### src/rtl/cache_pkg.sv
// Shared types and sizes for the direct-mapped cache tag controller.
// Tag entries are {valid, tag}; the valid flag sits above the tag bits.
package cache_pkg;

  localparam int TAG_W     = 13;
  localparam int INDEX_W   = 3;
  localparam int OFFSET_W  = 2;
  localparam int ADDR_W    = TAG_W + INDEX_W + OFFSET_W;
  localparam int VALID_BIT = TAG_W;

  typedef enum logic [2:0] {
    ST_INIT,
    ST_IDLE,
    ST_LOOKUP,
    ST_MISS,
    ST_UPDATE,
    ST_RESP
  } state_t;

endpackage

### src/rtl/cache_tag_cmp.sv
// Valid + tag comparator for one tag-RAM entry.
// Kept separate so set-associative variants can instance one per way.
module cache_tag_cmp #(
  parameter int TAG_W = 13
) (
  input  logic [TAG_W:0]   entry,
  input  logic [TAG_W-1:0] tag,
  output logic             hit
);

  // hit needs a valid entry whose stored tag matches
  assign hit = entry[TAG_W] && (entry[TAG_W-1:0] == tag);

endmodule

### src/rtl/cache_tag_ctrl.sv
// Direct-mapped tag lookup controller: lookup, refill handshake,
// tag update and invalidation sweeps of an external tag RAM.
module cache_tag_ctrl
  import cache_pkg::*;
#(
  parameter int INDEX_W  = cache_pkg::INDEX_W,
  parameter int TAG_W    = cache_pkg::TAG_W,
  parameter int OFFSET_W = cache_pkg::OFFSET_W,
  parameter int ADDR_W   = TAG_W + INDEX_W + OFFSET_W
) (
  input  logic              clock,
  input  logic              reset_n,
  input  logic              cpu_req_valid,
  output logic              cpu_req_ready,
  input  logic [ADDR_W-1:0] cpu_req_addr,
  input  logic              cpu_req_we,
  output logic              cpu_resp_valid,
  output logic              cpu_resp_hit,
  input  logic              flush,
  output logic              busy,
  output logic              mem_req,
  output logic [ADDR_W-1:0] mem_addr,
  input  logic              mem_ack,
  output logic [INDEX_W-1:0] tag_addr,
  output logic [TAG_W:0]    tag_din,
  output logic              tag_we,
  input  logic [TAG_W:0]    tag_dout
);

  localparam logic [INDEX_W-1:0] LAST = '1;

  state_t state, state_n;

  logic [INDEX_W-1:0] sweep, sweep_n;
  logic [INDEX_W-1:0] idx, idx_n;
  logic [TAG_W-1:0]   tag_q, tag_n;
  logic               we_q, we_n;

  logic               resp_valid_n;
  logic               resp_hit_n;
  logic               busy_n;
  logic               mem_req_n;
  logic [ADDR_W-1:0]  mem_addr_n;
  logic [TAG_W:0]     tag_din_n;
  logic               tag_we_n;

  logic [INDEX_W-1:0] req_idx;
  logic [TAG_W-1:0]   req_tag;
  logic               hit;
  logic               unused_off;

  assign req_idx = cpu_req_addr[OFFSET_W +: INDEX_W];
  assign req_tag = cpu_req_addr[ADDR_W-1 -: TAG_W];
  assign unused_off = ^cpu_req_addr[OFFSET_W-1:0];

  cache_tag_cmp #(
    .TAG_W(TAG_W)
  ) u_cmp (
    .entry(tag_dout),
    .tag  (tag_q),
    .hit  (hit)
  );

  assign cpu_req_ready = (state == ST_IDLE) && !flush;

  // RAM address: sweep pointer, live request index, or held index
  always_comb begin
    tag_addr = idx;
    unique case (1'b1)
      state == ST_INIT: tag_addr = sweep;
      state == ST_IDLE: tag_addr = req_idx;
      default:          tag_addr = idx;
    endcase
  end

  // next state and next values of the registered outputs
  always_comb begin
    state_n      = state;
    sweep_n      = sweep;
    idx_n        = idx;
    tag_n        = tag_q;
    we_n         = we_q;
    resp_valid_n = 1'b0;
    resp_hit_n   = 1'b0;
    mem_req_n    = 1'b0;
    mem_addr_n   = mem_addr;
    tag_din_n    = '0;
    tag_we_n     = 1'b0;
    unique case (state)
      ST_INIT: begin
        tag_we_n = 1'b1;
        if (tag_we) begin
          sweep_n = sweep + 1'b1;
          if (sweep == LAST) begin
            state_n  = ST_IDLE;
            tag_we_n = 1'b0;
          end
        end
      end
      ST_IDLE: begin
        if (flush) begin
          state_n  = ST_INIT;
          tag_we_n = 1'b1;
        end else if (cpu_req_valid) begin
          idx_n   = req_idx;
          tag_n   = req_tag;
          we_n    = cpu_req_we;
          state_n = ST_LOOKUP;
        end
      end
      ST_LOOKUP: begin
        if (hit) begin
          state_n      = ST_RESP;
          resp_valid_n = 1'b1;
          resp_hit_n   = 1'b1;
        end else if (we_q) begin
          state_n      = ST_RESP;
          resp_valid_n = 1'b1;
        end else begin
          state_n    = ST_MISS;
          mem_req_n  = 1'b1;
          mem_addr_n = {tag_q, idx, {OFFSET_W{1'b0}}};
        end
      end
      ST_MISS: begin
        if (mem_ack) begin
          state_n   = ST_UPDATE;
          tag_we_n  = 1'b1;
          tag_din_n = {1'b1, tag_q};
        end else begin
          mem_req_n = 1'b1;
        end
      end
      ST_UPDATE: begin
        state_n      = ST_RESP;
        resp_valid_n = 1'b1;
      end
      ST_RESP: begin
        state_n = ST_IDLE;
      end
      default: begin
        state_n = ST_INIT;
      end
    endcase
    busy_n = (state_n != ST_IDLE);
  end

  // state, request context and registered outputs
  always_ff @(posedge clock or negedge reset_n) begin
    if (!reset_n) begin
      state          <= ST_INIT;
      sweep          <= '0;
      idx            <= '0;
      tag_q          <= '0;
      we_q           <= 1'b0;
      cpu_resp_valid <= 1'b0;
      cpu_resp_hit   <= 1'b0;
      busy           <= 1'b1;
      mem_req        <= 1'b0;
      mem_addr       <= '0;
      tag_din        <= '0;
      tag_we         <= 1'b0;
    end else begin
      state          <= state_n;
      sweep          <= sweep_n;
      idx            <= idx_n;
      tag_q          <= tag_n;
      we_q           <= we_n;
      cpu_resp_valid <= resp_valid_n;
      cpu_resp_hit   <= resp_hit_n;
      busy           <= busy_n;
      mem_req        <= mem_req_n;
      mem_addr       <= mem_addr_n;
      tag_din        <= tag_din_n;
      tag_we         <= tag_we_n;
    end
  end

endmodule

### config.mk
export PLATFORM = sky130hd
export DESIGN_NAME = cache_tag_ctrl
export DESIGN_NICKNAME = d
export VERILOG_FILES = /design/src/rtl/cache_pkg.sv /design/src/rtl/cache_tag_cmp.sv /design/src/rtl/cache_tag_ctrl.sv
export SDC_FILE = /design/constraint.sdc
export NUM_CORES = 1
export LEC_CHECK = 0
export BUFFER_PORTS_ARGS = -buffer_cell sky130_fd_sc_hd__buf_2
export CORE_MARGIN = 2
export CORE_UTILIZATION = 47
export CTS_CLUSTER_DIAMETER = 80
export DETAILED_ROUTE_END_ITERATION = 16
export PLACE_DENSITY = 0.75
export SETUP_SLACK_MARGIN = 0.2
export SLEW_MARGIN = 20
export SYNTH_ARGS = -nofsm -noshare
export SYNTH_HDL_FRONTEND = slang
export SYNTH_SLANG_ARGS = --single-unit
### constraint.sdc
create_clock -name clock -period 3.9 [get_ports clock]
set_input_delay 0.39 -clock clock [delete_from_list [all_inputs] [get_ports clock]]
set_output_delay 0.39 -clock clock [all_outputs]
set_load 0.005 [all_outputs]
==> flow_metrics.env <==
export IMPL_worst_endpoint_required_ns=4.10
export IMPL_clk_path_buf_depth=2
export IMPL_ys_async_sr_fraction_pct=100
export IMPL_ctsResizeCount=0
export IMPL_grt_overflow=0
export IMPL_core_area_sq_um=5070
export IMPL_timing_hold_ws_ns=0.0888
export IMPL_place_congestion=0.762
export IMPL_combPwrFrac_pct=32.6
export IMPL_synth_warnings=0
export IMPL_start_util_pct=48.6
export IMPL_hpwl_mm=3.32
export IMPL_drive_gt1_share_pct=49.8
export IMPL_synth_top_area_share_pct=57.9
export IMPL_crit_chain="xnor2_1, nand4_1, nor4_2, or3_1, buf_4, mux2_2"
export IMPL_dr_first_iter_drc_count=36
export IMPL_worstPathArrival_ns=2.71
export IMPL_cts_hold_buf=0
export IMPL_clk_latency_ns=0.32
export IMPL_max_stage_delay_ns=0.55
export IMPL_max_freq_mhz=399
export IMPL_slew_violations=0
export IMPL_synth_seq_cells=58
export IMPL_first_pass_iters=4
export IMPL_ff2ff_path_depth=6
export IMPL_syn_inst=176
export IMPL_period_minus_slack_ns=2.51
export IMPL_yosys_most_used_dff="dfrtp_1"
export IMPL_report_final_hold_viol_count=0
export IMPL_fillers=463
export IMPL_die_h_microns=76.4
export IMPL_clkTransAtPathRegs_ns=0.06
export IMPL_yosysTopAreaCell="dfrtp_1"
export IMPL_status="complete, no violations"
export IMPL_wl_per_cell_microns=14.0
export IMPL_hp_class="in2async"
export IMPL_via_per_inst=4.76
export IMPL_numCtsBuffers=9
export IMPL_min_period_over_period_pct=64.3
export IMPL_vdd_drop_max_mv=0.371
export IMPL_synthTopCellsByArea="dfrtp_1 58%, mux2_2 13%, mux2_4 4.9%, xnor2_1 4.6%, and2_1 3.0%"
export IMPL_synth_area_sq_um=2460
export IMPL_tritoncts="done"
export IMPL_cp_start_kind="flip-flop"
export IMPL_sw_frac_of_total_pct=31.0
export IMPL_vias=1576
export IMPL_ant_nets=0
export IMPL_row_count=26
export IMPL_fp_dieW_microns=76.4
export IMPL_slew_headroom_pct=56.9
export IMPL_grt_pass1_wl_mm=7.61
export IMPL_p_leak_nw=1.56
export IMPL_grt_usage_pct=17.0
export IMPL_antenna_cells=0
export IMPL_fin_skew_ns=0.00586
export IMPL_worst_slew_pin_slew_ns=0.647
export IMPL_critical_path_slowest_cell="or3_1"
export IMPL_post_cts_buffers=0
export IMPL_synth_edf_count=0
export IMPL_power_per_cell_area_nw_per_um2=714
export IMPL_final_cell_mix="74 x buf_2, 57 x dfrtp_1, 28 x mux2_2"
export IMPL_cp_end_kind="flip-flop"
export IMPL_die_area_sq_um=5840
export IMPL_critPathKind="reg2reg"
export IMPL_rsz0062_at_grt="false"
export IMPL_switchingPower_uw=671
export IMPL_mostFrequentLayoutCell="buf_2"
export IMPL_setup_violations=0
export IMPL_ys_seq_area_share_pct=58.9
export IMPL_power_mw=2.17
export IMPL_clockPowerShare_pct=21.3
export IMPL_ys_types=34
export IMPL_io_pins=79
export IMPL_setup_tns_ns=0
export IMPL_synth_area_per_cell_sq_um=14.0
export IMPL_antenna_found_initial=0
export IMPL_first_global_vias=1639
export IMPL_fin_nets=296
export IMPL_cts_sinks=58
export IMPL_drv_cap=0
export IMPL_critPathMaxFanout=10
export IMPL_pwr_share_seq_pct=46.1
export IMPL_portBuffers=74
export IMPL_grt_max_degree=31
export IMPL_wl_mm=4.64
export IMPL_p_int_mw=1.50
export IMPL_cts_htree_levels=3
export IMPL_drc=0
export IMPL_clockRootBuffer="clkbuf_8"
export IMPL_syn_to_final_growth_pct=23.1
## area by class of cell
| cell class | instances | area [sq um] | share of cell area (%) |
|---|---|---|---|
| sequential | 58 | 1450 | 47.9 |
| clock buffer | 13 | 149 | 4.91 |
| tap | 70 | 87.6 | 2.89 |
| multi-input combinational | 109 | 938 | 30.9 |
| clock inverter | 3 | 15.0 | 0.495 |
| timing repair buffer | 76 | 385 | 12.7 |
| inverter | 2 | 7.51 | 0.247 |
## cells in the mapped netlist, types with 2 or more instances
master / n
nand4_1: 3
dfrtp_1: 57
nand2_1: 5
nand2b_1: 3
nor2_1: 6
mux2_2: 28
a21oi_1: 4
o21ai_0: 5
mux2_4: 8
ha_1: 2
and2_1: 12
xnor2_1: 13
buf_4: 2
buf_6: 2
mux2i_1: 4
clkbuf_1: 2
inv_1: 2
nand3_1: 2
## power groups by stage
stage	clock network, mW	logic [mW]	registers [mW]
after global routing	0.498	0.785	1.03
after global placement	0	0.699	0.999
after floorplan	0	0.515	0.971
final	0.462	0.708	0.999
after detailed placement	0	0.720	1.01
after CTS	0.474	0.722	1.00
## per-stage QoR
| stage | area (sq um) | util [%] | setup slack (ns) | instances |
|---|---|---|---|---|
| after floorplan | 2470 | - | 2.06 | 177 |
| after global placement | 2870 | 56.6 | 1.36 | 315 |
| after detailed placement | 2870 | 56.6 | 1.30 | 315 |
| after CTS | 3040 | 59.8 | 1.34 | 331 |
| after global routing | 3040 | 59.8 | 1.23 | 331 |
| final | 3040 | 59.8 | 1.39 | 331 |
## flip-flops by register name, summed over array words and instances (netlist names)
register,flops
state,3
tag_din,14
mem_req,1
busy,1
cpu_resp_hit,1
mem_addr,16
sweep,3
we_q,1
cpu_resp_valid,1
tag_q,13
tag_we,1
idx,3
## logic make-up after synthesis
family | after synthesis | share of synthesized area [%]
other | 1 | 0.152
AOI/OAI and AO/OA | 10 | 2.13
adders and majority gates | 2 | 1.02
buffers and inverters | 10 | 3.15
muxes | 40 | 19.3
xor gates and xnor gates | 14 | 4.97
and+or+nand+nor | 41 | 10.4
DFF | 58 | 58.9
## path summary, 6_finish.rpt
| kind | from | endpoint | slack, ns |
|---|---|---|---|
| min reg2reg | mem_addr[8]$_DFFE_PN0P_ | mem_addr[8]$_DFFE_PN0P_ | 0.50 |
| max in group asynchronous | reset_n | busy$_DFF_PN1_ | 2.95 |
| max reg2reg | tag_q[2]$_DFFE_PN0P_ | mem_addr[3]$_DFFE_PN0P_ | 1.39 |
| min in group clock | cpu_req_addr[6] | tag_q[1]$_DFFE_PN0P_ | 0.29 |
| min | reset_n | tag_din[3]$_DFF_PN0_ | 0.09 |
| max | tag_q[2]$_DFFE_PN0P_ | mem_addr[3]$_DFFE_PN0P_ | 1.39 |
## metal layers
layer / vias to the layer above / share of wire, % / global-route usage [%]
met5: - / 0 / 0
met4: 0 / 0.65 / 7.09
met3: 4 / 5.7 / 5.57
met2: 49 / 50 / 27.7
met1: 771 / 44 / 20.9
li1: 752 / - / -
## critical path, delay by kind of cell, from the launching register on
kind	cells	cell delay [ns]
buf+inv	1	0.30
xor+xnor	1	0.19
simple gates	3	1.13
mux	1	0.35
flops	1	0.41
No activity file was read; power rests on OpenSTA's default activity.
